## src/rtl/matrix_scan_param.sv

```systemverilog
// rtl/matrix_scan_param.sv - HUB75-style matrix scan controller, parametrised size/depth
// Shift FSM fills the next plane while the display engine lights the previous one.

module matrix_scan_param #(
    parameter int COLUMNS      = 64,
    parameter int ROWS         = 16,
    parameter int BITS         = 6,
    parameter int COL_WIDTH    = 6,
    parameter int ROW_WIDTH    = 4,
    parameter int OE_UNIT      = 1,
    parameter int BLANK_CYCLES = 2
) (
    input  logic                 clk_in,
    input  logic                 reset,
    input  logic                 enable,
    output logic [COL_WIDTH-1:0] column_address,
    output logic [ROW_WIDTH-1:0] row_address,
    output logic [BITS-1:0]      brightness_mask,
    output logic                 clk_pixel_en,
    output logic                 row_latch,
    output logic                 output_enable,
    output logic                 frame_start
);

    localparam int OE_MAX = OE_UNIT << (BITS - 1);
    localparam int OE_W   = $clog2(OE_MAX + 1);
    localparam int BUSY_W = $clog2(OE_MAX + BLANK_CYCLES + 1);
    localparam logic [COL_WIDTH-1:0] COL_LAST = COL_WIDTH'(COLUMNS - 1);
    localparam logic [ROW_WIDTH-1:0] ROW_LAST = ROW_WIDTH'(ROWS - 1);

    typedef enum logic [1:0] {
        S_IDLE,
        S_SHIFT,
        S_WAIT,
        S_LATCH
    } state_t;

    state_t               r_state;
    logic [COL_WIDTH-1:0] r_col;
    logic [ROW_WIDTH-1:0] r_row;
    logic [ROW_WIDTH-1:0] r_shift_row;
    logic [BITS-1:0]      r_mask;
    logic                 r_cpe;
    logic                 r_latch;
    logic                 r_fs;
    logic                 r_oe;
    logic [OE_W-1:0]      r_oe_left;
    logic [BUSY_W-1:0]    r_busy_left;

    logic [OE_W-1:0]      w_oe_load;
    logic [BUSY_W-1:0]    w_busy_load;
    logic                 w_idle_next;
    logic                 w_latch_go;

    always_comb begin
        w_oe_load = '0;
        for (int i = 0; i < BITS; i++) begin
            if (r_mask[i]) begin
                w_oe_load = w_oe_load | OE_W'(OE_UNIT << i);
            end
        end
    end

    assign w_busy_load = BUSY_W'(w_oe_load) + BUSY_W'(BLANK_CYCLES);

    // Busy counter counts the current cycle, so <=1 means idle from the next cycle on.
    assign w_idle_next = (r_busy_left <= BUSY_W'(1));
    assign w_latch_go  = w_idle_next &&
                         ((r_state == S_WAIT) || ((r_state == S_SHIFT) && (r_col == '0)));

    always_ff @(posedge clk_in) begin
        if (reset) begin
            r_oe_left   <= '0;
            r_busy_left <= '0;
            r_oe        <= 1'b0;
        end else if (r_state == S_LATCH) begin
            r_oe_left   <= w_oe_load;
            r_busy_left <= w_busy_load;
            r_oe        <= (w_oe_load != '0);
        end else begin
            if (r_oe_left != '0) begin
                r_oe_left <= r_oe_left - 1'b1;
            end
            if (r_busy_left != '0) begin
                r_busy_left <= r_busy_left - 1'b1;
            end
            r_oe <= (r_oe_left > OE_W'(1));
        end
    end

    always_ff @(posedge clk_in) begin
        if (reset) begin
            r_state     <= S_IDLE;
            r_col       <= COL_LAST;
            r_row       <= '0;
            r_shift_row <= '0;
            r_mask      <= BITS'(1);
            r_cpe       <= 1'b0;
            r_latch     <= 1'b0;
            r_fs        <= 1'b0;
        end else begin
            r_cpe   <= 1'b0;
            r_latch <= 1'b0;
            r_fs    <= 1'b0;
            case (r_state)
                S_IDLE: begin
                    if (enable) begin
                        r_state <= S_SHIFT;
                        r_cpe   <= 1'b1;
                    end
                end
                S_SHIFT: begin
                    if (r_col != '0) begin
                        r_col <= r_col - 1'b1;
                        r_cpe <= 1'b1;
                    end else if (!w_idle_next) begin
                        r_state <= S_WAIT;
                    end
                end
                S_WAIT: begin
                    r_state <= S_WAIT;
                end
                S_LATCH: begin
                    r_col  <= COL_LAST;
                    r_mask <= {r_mask[BITS-2:0], r_mask[BITS-1]};
                    if (r_mask[BITS-1]) begin
                        r_shift_row <= (r_shift_row == ROW_LAST) ? '0 : r_shift_row + 1'b1;
                    end
                    if (enable) begin
                        r_state <= S_SHIFT;
                        r_cpe   <= 1'b1;
                    end else begin
                        r_state <= S_IDLE;
                    end
                end
                default: begin
                    r_state <= S_IDLE;
                end
            endcase
            // Latch entry overrides the SHIFT/WAIT choice made above.
            if (w_latch_go) begin
                r_state <= S_LATCH;
                r_latch <= 1'b1;
                r_row   <= r_shift_row;
                r_fs    <= (r_shift_row == '0) && r_mask[0];
            end
        end
    end

    assign column_address  = r_col;
    assign row_address     = r_row;
    assign brightness_mask = r_mask;
    assign clk_pixel_en    = r_cpe;
    assign row_latch       = r_latch;
    assign output_enable   = r_oe;
    assign frame_start     = r_fs;

endmodule

```

## config.mk

```make
export PLATFORM = sky130hd
export DESIGN_NAME = matrix_scan_param
export DESIGN_NICKNAME = d
export VERILOG_FILES = /design/src/rtl/matrix_scan_param.sv
export SDC_FILE = /design/constraint.sdc
export NUM_CORES = 1
export LEC_CHECK = 0
export BUFFER_PORTS_ARGS = -buffer_cell sky130_fd_sc_hd__buf_2
export CAP_MARGIN = 10
export CORE_ASPECT_RATIO = 0.8
export CORE_UTILIZATION = 57
export DETAILED_ROUTE_END_ITERATION = 10
export GPL_TIMING_DRIVEN = 0
export PLACE_DENSITY = 0.78
export SLEW_MARGIN = 20
export SYNTH_ARGS = -nofsm -noshare
export SYNTH_HDL_FRONTEND = slang
export SYNTH_SLANG_ARGS = --single-unit
```

## constraint.sdc

```tcl
create_clock -name clk_in -period 2.13 [get_ports clk_in]
set_input_delay 0 -clock clk_in [delete_from_list [all_inputs] [get_ports clk_in]]
set_output_delay 0 -clock clk_in [all_outputs]
set_load 0.1 [all_outputs]
```

==> key figures <==
Cells and area
  – Final core utilization: 0.705
  – Final std cells w/o fill: 298
  – Area delta synth->final: 12.9%
  – Nets: 275
  – Final Cell Area: 2270 µm²
  – N_diodes: 0
  – Layout cells sized above 1: 0.167

STA
  – Max-slew violations: 0
  – Final hold vios: 0
  – Slew HR: 0.639
  – Peak Freq: ~520 MHz
  – Final setup viols: 0
  – Worst clock skew: about 2.8 ps
  – RSZ-0062 raised after global routing: no
  – Slew at the pin with the worst max-slew slack: 536 ps
  – Final worst path period need: between 1500 and 2000 ps
  – Tcrit/Tclk final: 0.901
  – Setup TNS: 0 ps

Worst setup path
  – Crit end category: register
  – Crit path required time: 2300 ps
  – R2R cell count: 5
  – CP max FO: 10
  – Worst path arrival time: about 2100 ps
  – CP startpoint kind: register
  – CP Class: reg -> reg

Synthesis
  – Post-synthesis sequential area ratio: 0.378
  – Post-Syn Instances: 228
  – Top FF cell, synth: dfxtp_1
  – Synth top area cells: dfxtp_1, ha_1, a21oi_1
  – Cell taking the most area after synthesis: dfxtp_1
  – Post-synth EDFFs: 0
  – Mapped Area: 2010 µm²
  – Yosys reg bits: 38
  – Synthesized Nets: 246
  – Mapped Avg Cell Area: just under 9 µm²
  – Ys Warns: 0
  – Library cells used by synthesis: 46
  – Synth async-reset ratio: 0
  – Post-synth top area share: 0.378

Pwr
  – Net Sw Power: 1.39 mW
  – P per Cell Area: about 1400 nW/µm²
  – Sequential Power Share: 0.340
  – Leakage: around 0.93 nW
  – Pint: 1.69 mW
  – Comb power frac: 0.494
  – Switching Share: 0.452
  – Clock Power Share: 0.166
  – Max VDD drop: 994 µV

Flow run
  – Max cap viols: 0

Floorplanning
  – Site row count: 18
  – Initial Utilization: 0.624
  – I/O pin count: 23
  – Die H: roughly 55 µm
  – Core area: 3220 µm²
  – Die area: 3770 µm²
  – Die width: just under 70 µm

Route
  – First-pass detailed-route iteration total: 4
  – Number of antenna-violating nets in the routed design: 0
  – Vias per inst: 5.88
  – DRC errors left: 0
  – Iter 0 DRT Violations: between 90 and 100
  – Via count: 1,751
  – Routed WL: between 4000 and 5000 µm
  – Routed length per placed instance: 14.9 µm

GRT
  – Total gr overflow: 0
  – Largest net degree at the start of global routing: 12
  – Vias in the first global route: around 1,500
  – Total global-route track usage: 0.262
  – First-pass GRT wire length: between 7000 and 8000 µm
  – Antenna violations before repair: 0

Placed design
  – GP Congestion: 0.844
  – Number of port buffers: 21
  – HPWL reported at the end of detailed placement: 3130 µm
  – Placed cell count: 289
  – Placed Area: about 2200 µm²

Clock network
  – CTS H-tree depth: 2
  – Worst-path clk slew: 70 ps
  – Worst skew pair latency: 300 ps
  – CTS tree: yes
  – Root Buffer: clkbuf_8
  – CTS max path bufs: 2
  – Num CTS Buffers: 5
  – Sinks on Clock Net: 38

Worst hold path
  – Worst Hold Depth: 2
  – Tightest Hold Check Type: in -> reg

Outcome
  – Status: finished, final reports clean
## power by group through the flow
stage                     Combinational, mW  Clock [mW]  Sequential, mW
after floorplan                       0.965           0            1.31
after global placement                 1.47           0            1.06
after detailed placement               1.50           0            1.06
after CTS                              1.51       0.523            1.05
after global routing                   1.65       0.548            1.08
final                                  1.53       0.513            1.05
## state kept, by name (all words and copies together) (netlist names)
signal	count
output_enable	1
frame_start	1
row_latch	1
row_address	4
column_address	6
r_oe_left	6
brightness_mask	6
r_state	2
r_shift_row	4
r_busy_left	6
clk_pixel_en	1
## cells by family after synthesis
logic type / count (synthesis) / share of synthesized area
AND/OR/NAND/NOR: 76 / 0.215
flip-flops: 38 / 0.378
buffers and inverters: 23 / 0.0436
AO/OA/AOI/OAI: 62 / 0.205
adder cells (fa/ha/maj): 15 / 0.0933
multiplexers: 5 / 0.0261
XOR/XNOR: 9 / 0.0392
## layout by cell type (no fill, tap or decap), drive strengths merged, types with 2 or more instances in the layout
master  instances
inv            16
mux2i           3
mux2            2
a21oi          20
nor3            2
xor2            7
nand2b          6
a21o            2
xnor2           2
a21boi          3
or4             4
or3             4
o21ai          12
a311oi          5
o311ai          2
o22ai           4
nor4            5
or2             3
a22oi           2
dfxtp          38
nand2          15
nand3          13
buf            22
a211oi          4
ha             15
nor2           18
clkbuf         13
o31ai           2
## cells in the mapped netlist (2+ instances only)
cell type / number
a211oi_1: 4
a21boi_0: 3
a21o_1: 2
a21oi_1: 19
a22oi_1: 2
a311oi_1: 5
clkbuf_1: 6
dfxtp_1: 38
ha_1: 15
inv_1: 16
mux2_2: 2
mux2i_1: 3
nand2_1: 15
nand2b_1: 6
nand3_1: 13
nor2_1: 18
nor3_1: 2
nor4_1: 3
nor4_4: 2
o21ai_0: 10
o22ai_1: 4
o31ai_1: 2
or2_2: 3
or3_1: 3
or4_1: 4
xnor2_1: 2
xor2_1: 7
## metal layers
metal / share of wire / global-route usage / up-vias / routed length (µm)
li1: - / - / 882 / -
met1: 0.49 / 0.371 / 819 / 2180
met2: 0.44 / 0.386 / 43 / 1940
met3: 0.057 / 0.0553 / 7 / 253
met4: 0.014 / 0.104 / 0 / 60
met5: 0 / 0 / - / 0
## worst max-delay path: stages (launching register included)
cell	delay (ps)
dfxtp_1	410
ha_1	330
clkbuf_1	440
buf_2	340
mux2i_1	210
nor2_1	60
## through the flow
step	hold WS, ps	setup slack [ps]	total power, mW
5_1_grt	263	39.9	3.28
3_3_place_gp	295	230	2.53
2_1_floorplan	156	18.6	2.28
6_report	236	212	3.09
3_5_place_dp	303	247	2.56
4_1_cts	246	223	3.08
## cell type report
class / count / area, µm²
multi-input cells: 167 / 1160
clock inverters: 1 / 5.00
clock buffers: 7 / 86.3
inverters: 16 / 60.1
well taps: 40 / 50.0
plain buffers: 7 / 27.5
flip-flops and latches: 38 / 763
repair buffers: 22 / 115
fillers: 264 / 951
## timing repair
item                                   4_1_cts  5_1_grt
buffers inserted                             0        0
hold buffers                                 1        0
gates resized for setup                      0        0
endpoints found under the hold margin        1        0
## worst paths after layout
path / start / endpoint / slack [ps]
worst max-delay path: r_state[1] / brightness_mask[4] / 210
worst min-delay path: reset / r_state[0] / 240
worst max register to register: r_state[1] / brightness_mask[4] / 210
worst min register to register: row_address[0] / row_address[0] / 480
Note: power is estimated with default switching activity, not from simulation.
